**src/rtl/ysyx_22041412_mdu_ctrl.sv**
```systemverilog
// Issue/sequence controller for the shared iterative MUL/DIV unit.
// Resolves RISC-V divide special cases locally, stalls while the MDU runs, holds results for writeback.
module ysyx_22041412_mdu_ctrl #(
  parameter int XLEN    = 64,
  parameter int TIMEOUT = 80
) (
  input  logic            clk,
  input  logic            rst_n,
  input  logic            issue_valid,
  input  logic            Mul_en,
  input  logic            Div_en,
  input  logic [2:0]      func3,
  input  logic [1:0]      RV64_en,
  input  logic [4:0]      Rd,
  input  logic [XLEN-1:0] src1,
  input  logic [XLEN-1:0] src2,
  input  logic            flush,
  input  logic            wb_ready,
  input  logic            mdu_done,
  input  logic [XLEN-1:0] mdu_result,
  output logic            mdu_start,
  output logic [2:0]      mdu_op,
  output logic            mdu_word,
  output logic [XLEN-1:0] mdu_a,
  output logic [XLEN-1:0] mdu_b,
  output logic            mdu_kill,
  output logic            stall,
  output logic            wb_valid,
  output logic [4:0]      wb_rd,
  output logic [XLEN-1:0] wb_data,
  output logic            err,
  output logic [1:0]      dbg_state
);

  localparam int CW = $clog2(TIMEOUT + 1);

  typedef enum logic [1:0] {S_IDLE = 2'd0, S_RUN = 2'd1, S_RESP = 2'd2} state_t;

  // Writeback handshake: a result transfers on any cycle where wb_valid & wb_ready.
  // wb_valid is forced low during flush so a same-cycle wb_ready never commits.
  state_t            state_q, state_d;
  logic [CW-1:0]     cnt_q, cnt_d;
  logic              start_q, start_d, kill_q, kill_d, err_q, err_d, word_q, word_d;
  logic [2:0]        op_q, op_d;
  logic [4:0]        rd_q, rd_d;
  logic [XLEN-1:0]   a_q, a_d, b_q, b_d, data_q, data_d;

  logic              md, is_w, div_zero, div_ovf, special;
  logic [XLEN-1:0]   dvd, dvs, min_neg, special_res;

  assign md   = issue_valid & (Mul_en | Div_en);
  assign is_w = (RV64_en == 2'b10);

  // W-forms judge only the low word, sign-extended, so both widths share one compare.
  assign dvd      = is_w ? {{(XLEN-32){src1[31]}}, src1[31:0]} : src1;
  assign dvs      = is_w ? {{(XLEN-32){src2[31]}}, src2[31:0]} : src2;
  assign min_neg  = is_w ? {{(XLEN-31){1'b1}}, {31{1'b0}}} : {1'b1, {(XLEN-1){1'b0}}};
  assign div_zero = (dvs == '0);
  assign div_ovf  = ~func3[0] & (dvd == min_neg) & (dvs == '1);
  assign special  = Div_en & (div_zero | div_ovf);
  assign special_res = div_zero ? (func3[1] ? dvd : '1) : (func3[1] ? '0 : dvd);

  always_ff @(posedge clk or negedge rst_n) begin
    if (!rst_n) begin
      state_q <= S_IDLE;
      cnt_q   <= '0;
      start_q <= 1'b0;
      kill_q  <= 1'b0;
      err_q   <= 1'b0;
      word_q  <= 1'b0;
      op_q    <= '0;
      rd_q    <= '0;
      a_q     <= '0;
      b_q     <= '0;
      data_q  <= '0;
    end else begin
      state_q <= state_d;
      cnt_q   <= cnt_d;
      start_q <= start_d;
      kill_q  <= kill_d;
      err_q   <= err_d;
      word_q  <= word_d;
      op_q    <= op_d;
      rd_q    <= rd_d;
      a_q     <= a_d;
      b_q     <= b_d;
      data_q  <= data_d;
    end
  end

  always_comb begin
    state_d = state_q;
    cnt_d   = cnt_q;
    start_d = 1'b0;
    kill_d  = 1'b0;
    err_d   = err_q;
    word_d  = word_q;
    op_d    = op_q;
    rd_d    = rd_q;
    a_d     = a_q;
    b_d     = b_q;
    data_d  = data_q;
    case (state_q)
      S_IDLE: begin
        if (!flush && md) begin
          op_d   = func3;
          word_d = is_w;
          rd_d   = Rd;
          a_d    = src1;
          b_d    = src2;
          if (special) begin
            data_d  = special_res;
            state_d = S_RESP;
          end else begin
            start_d = 1'b1;
            cnt_d   = '0;
            state_d = S_RUN;
          end
        end
      end
      S_RUN: begin
        if (flush) begin
          kill_d  = 1'b1;
          state_d = S_IDLE;
        end else if (mdu_done) begin
          data_d  = word_q ? {{(XLEN-32){mdu_result[31]}}, mdu_result[31:0]} : mdu_result;
          state_d = S_RESP;
        end else if (cnt_q == CW'(TIMEOUT - 1)) begin
          kill_d  = 1'b1;
          err_d   = 1'b1;
          data_d  = '0;
          state_d = S_RESP;
        end else begin
          cnt_d = cnt_q + CW'(1);
        end
      end
      S_RESP: begin
        if (flush || wb_ready) state_d = S_IDLE;
      end
      default: state_d = S_IDLE;
    endcase
  end

  always_comb begin
    stall     = ((state_q == S_IDLE) & md) | (state_q == S_RUN) |
                ((state_q == S_RESP) & (~wb_ready | flush));
    wb_valid  = (state_q == S_RESP) & ~flush;
    mdu_start = start_q;
    mdu_kill  = kill_q;
    mdu_op    = op_q;
    mdu_word  = word_q;
    mdu_a     = a_q;
    mdu_b     = b_q;
    wb_rd     = rd_q;
    wb_data   = data_q;
    err       = err_q;
    dbg_state = state_q;
  end

endmodule

```
**config.mk**
```make
export PLATFORM = sky130hd
export DESIGN_NAME = ysyx_22041412_mdu_ctrl
export DESIGN_NICKNAME = d
export VERILOG_FILES = /design/src/rtl/ysyx_22041412_mdu_ctrl.sv
export SDC_FILE = /design/constraint.sdc
export NUM_CORES = 1
export LEC_CHECK = 0
export ABC_CLOCK_PERIOD_IN_PS = 5700
export CAP_MARGIN = 20
export CORE_AREA = 2 2 161 163
export CTS_BUF_LIST = sky130_fd_sc_hd__clkbuf_8
export DETAILED_ROUTE_END_ITERATION = 10
export DIE_AREA = 0 0 163 165
export PLACE_DENSITY = 0.76
export SLEW_MARGIN = 5
export SYNTH_ARGS = -nofsm -noshare
export SYNTH_HDL_FRONTEND = slang
export SYNTH_SLANG_ARGS = --single-unit
export TNS_END_PERCENT = 20
```
**constraint.sdc**
```tcl
create_clock -name clk -period 5.7 [get_ports clk]
set_clock_uncertainty 0.1 [all_clocks]
set_input_delay 0.57 -clock clk [delete_from_list [all_inputs] [get_ports clk]]
set_output_delay 0.57 -clock clk [all_outputs]
set_load 0.01 [all_outputs]
```
==> impl_metrics.csv <==
group,metric,value,unit
global_routing,antenna_found_initial,1,
placement,hpwl,27.6,mm
synth,synth_top_area_cell,"dfrtp_1",
synth,yosys_most_used_dff,"dfrtp_1",
detailed_routing,drc,0,
sta,setup_viol,0,
job,drv_cap,0,
sta,fin_tns_setup,0,ns
synth,synth-simple-area-share,22.0,%
setup_path,worstPathCellList,"clkdlybuf4s50_1 > or4b_1 > or4_1 > a2111o_1 > o32ai_1 > a41oi_4 > buf_4 > mux2_4",
synth,synth_top_family_by_area,"simple AND/OR/NAND/NOR gates",
synth,synth_edf_count,0,
cts,numCtsBuffers,39,
setup_path,regToRegSetupSlack,2.70,ns
placement,gp_congestion,0.910,
synth,ys_warn_count,0,
power,p_leak,7.03,nW
detailed_routing,routedWlPerCell,21.4,um
setup_path,crit_start,"src2[1]",
sta,drv_slew,0,
layout,layout.nets,1642,
detailed_routing,via_count,9679,
detailed_routing,firstDrtPassIters,5,
sta,worst_slew_pin_slew,1.09,ns
synth,async_flop_share,100,%
die,die-width,163,um
synth,synth_top_area_share,53.9,%
detailed_routing,ant_nets,0,
setup_path,start_kind,"input pin",
die,die_h,165,um
run_status,status,"complete, no violations",
power,pwr_density_cell,342,mW/mm^2
synth,synth_cell_types,46,
cts,htreeDepth,2,
hold_path,holdCritPathClass,"in -> async",
synth,synthXorXnorAreaFrac,0,%
sta,hold_viol,0,
synth,synthAdderAreaFrac,0.127,%
setup_path,cp.required,6.00,ns
cts,ctsHoldBuffers,0,
die,core-area,0.0250,mm^2
global_routing,grt_overflow,0,
setup_path,worstSetupPathType,"in -> reg",
layout,nFillCells,2128,
setup_path,rr_worst_depth,5,
die,io_pins,418,
cts,cts_setup_buffers,0,
detailed_routing,drt_iter0_markers,865,
setup_path,worstPathMaxFanout,33,
cts,cts.sinks,213,
synth,synth_compound_area_share,11.3,%
global_routing,grt_pass1_vias,9710,
die,row_count,58,
synth,avgSynthCellArea,9.60,um^2
synth,ys_top_cells_by_area,"dfrtp_1 54%, nand2_1 16%, mux2_4 7.4%",
sta,rsz0062_at_grt,"no",
placement,place_area,0.0144,mm^2
cts,path_clk_slew,0.06,ns
cts,cts_tree,"done",
power,ir_worst_vdd,0.207,mV
sta,slew_headroom,27.1,%
cts,postCtsResizedCells,0,
synth,synth_seq_cells,213,
synth,seq_area_frac_synth,53.9,%
cts,insertion_delay,0.52,ns
detailed_routing,routed_wl,38.2,mm
global_routing,grt_pass1_wl,57.2,mm
layout,areaGrowthSynthToFinish,53.0,%
die,start_util,39.5,%
setup_path,cpMaxStageDelayCell,"clkdlybuf4s50_1",
placement,numPortBuffers,417,
layout,drive_above_1_share,9.96,%
synth,synthMuxAreaShare,9.35,%
cts,clock_path_buffers,3,
sta,fin_crit,3.74,ns
setup_path,timing.rr.start,"dbg_state[1]",
sta,whs,0.0301,ns
layout,final_cell_area,0.0151,mm^2
setup_path,slowest_delay,0.60,ns
global_routing,grt_max_degree,122,
die,dieArea,0.0269,mm^2
setup_path,crit_end,"wb_data[48]",
setup_path,crit_path_end_kind,"flip-flop",
synth,syn_area,0.00989,mm^2
sta,fmax,0.267,GHz
synth,synth_nets,1241,
setup_path,reg2reg_to,"cnt_q[1]",
cts,cts-root-buf,"clkbuf_8",
setup_path,arrival,4.04,ns
detailed_routing,viasPerCell,5.42,
sta,fin_crit_sh,65.6,%
synth,syn_inst,1030,
global_routing,track_usage,27.7,%
[synthesized netlist by cell type (5+ instances only)]
master and count:
nand2b_1 5, nand4_1 18, nor4_1 26, mux2_4 49, buf_6 5, dfrtp_1 213
buf_1 7, mux2_2 15, a221o_1 31, nor2_1 14, clkbuf_1 58, a31oi_1 6
inv_1 6, o221ai_1 32, nand3_1 6, a21oi_1 69, nand2_1 420
[how the worst min path moves through the flow]
stage	to	slack [ns]	cells after the start
finish	mdu_a[25]	0.03	1
global route	wb_data[25]	0.09	1
detailed placement	err	0.35	1
CTS	mdu_a[25]	0.08	1
global placement	err	0.34	1
floorplan	cnt_q[0]	0.17	0
[cells by family after synthesis]
kind of cell               Yosys count
buffers and inverters               78
adders and majority gates            1
DFF                                213
muxes                               66
AOI/OAI and AO/OA                  156
and+or+nand+nor                    516
[where the power goes]
part | internal [mW] | switching, mW | total, mW
sequential | 1.85 | 0.196 | 2.04
combinational | 0.962 | 0.738 | 1.70
clock | 0.789 | 0.646 | 1.44
total | 3.60 | 1.58 | 5.18
[worst max-delay path, delay by kind of cell]
kind / cells / cell delay (ns)
AOI/OAI and AO/OA: 3 / 1.02
muxes: 1 / 0.37
and+or+nand+nor: 2 / 1.07
buffers and inverters: 2 / 0.96
[state kept, by name, summed over array words and instances, names as in the netlist]
| signal | flops |
|---|---|
| wb_rd | 5 |
| mdu_a | 64 |
| cnt_q | 7 |
| mdu_b | 64 |
| err | 1 |
| mdu_word | 1 |
| mdu_op | 3 |
| mdu_kill | 1 |
| wb_data | 64 |
| mdu_start | 1 |
| dbg_state | 2 |
[layer usage]
metal	vias to the layer above	wire length [um]	global-route usage (%)
met2	495	18400	46.0
li1	4376	-	-
met1	4694	15200	34.7
met5	-	0	0
met4	0	1740	12.6
met3	114	2940	6.23
[cell type report]
cell class / instances / area [um^2] / share of cell area (%)
clock inverters: 19 / 114 / 0.753
diodes: 1 / 2.50 / 0.0165
multi-input cells: 739 / 4270 / 28.2
well taps: 330 / 413 / 2.73
clock buffers: 47 / 647 / 4.28
repair buffers: 432 / 4330 / 28.6
flip-flops and latches: 213 / 5330 / 35.2
inverters: 6 / 22.5 / 0.149
[through the flow]
| stage | std cells | util (%) | setup slack [ns] | total power [mW] |
|---|---|---|---|---|
| after global placement | 1718 | 57.3 | 1.45 | 3.71 |
| after CTS | 1786 | 60.4 | 2.00 | 5.21 |
| final | 1787 | 60.4 | 1.96 | 5.18 |
| after global routing | 1787 | 60.4 | 1.93 | 5.43 |
| after floorplan | 1030 | - | 2.45 | 2.68 |
| after detailed placement | 1720 | 57.4 | 1.44 | 3.76 |
[placed cells by master, fill, tap and decap left out, types with 3 or more instances in the layout]
cell and instances:
clkinvlp_4 3, nor3_1 3, nor2_1 13, nand2_1 420, inv_1 17, mux2_2 15, nand4_1 18, a221o_1 31
nand3_1 6, o21ai_0 4, nor4_1 26, dfrtp_1 213, clkbuf_8 47, mux2_4 49, nor2b_1 3, buf_8 3
a21oi_1 69, clkdlybuf4s50_1 416, or4_1 4, a31oi_1 5, clkinv_2 4, nor4b_1 4, buf_4 11, nand2b_1 3
o221ai_1 32
(Power assumes the default switching activity.)
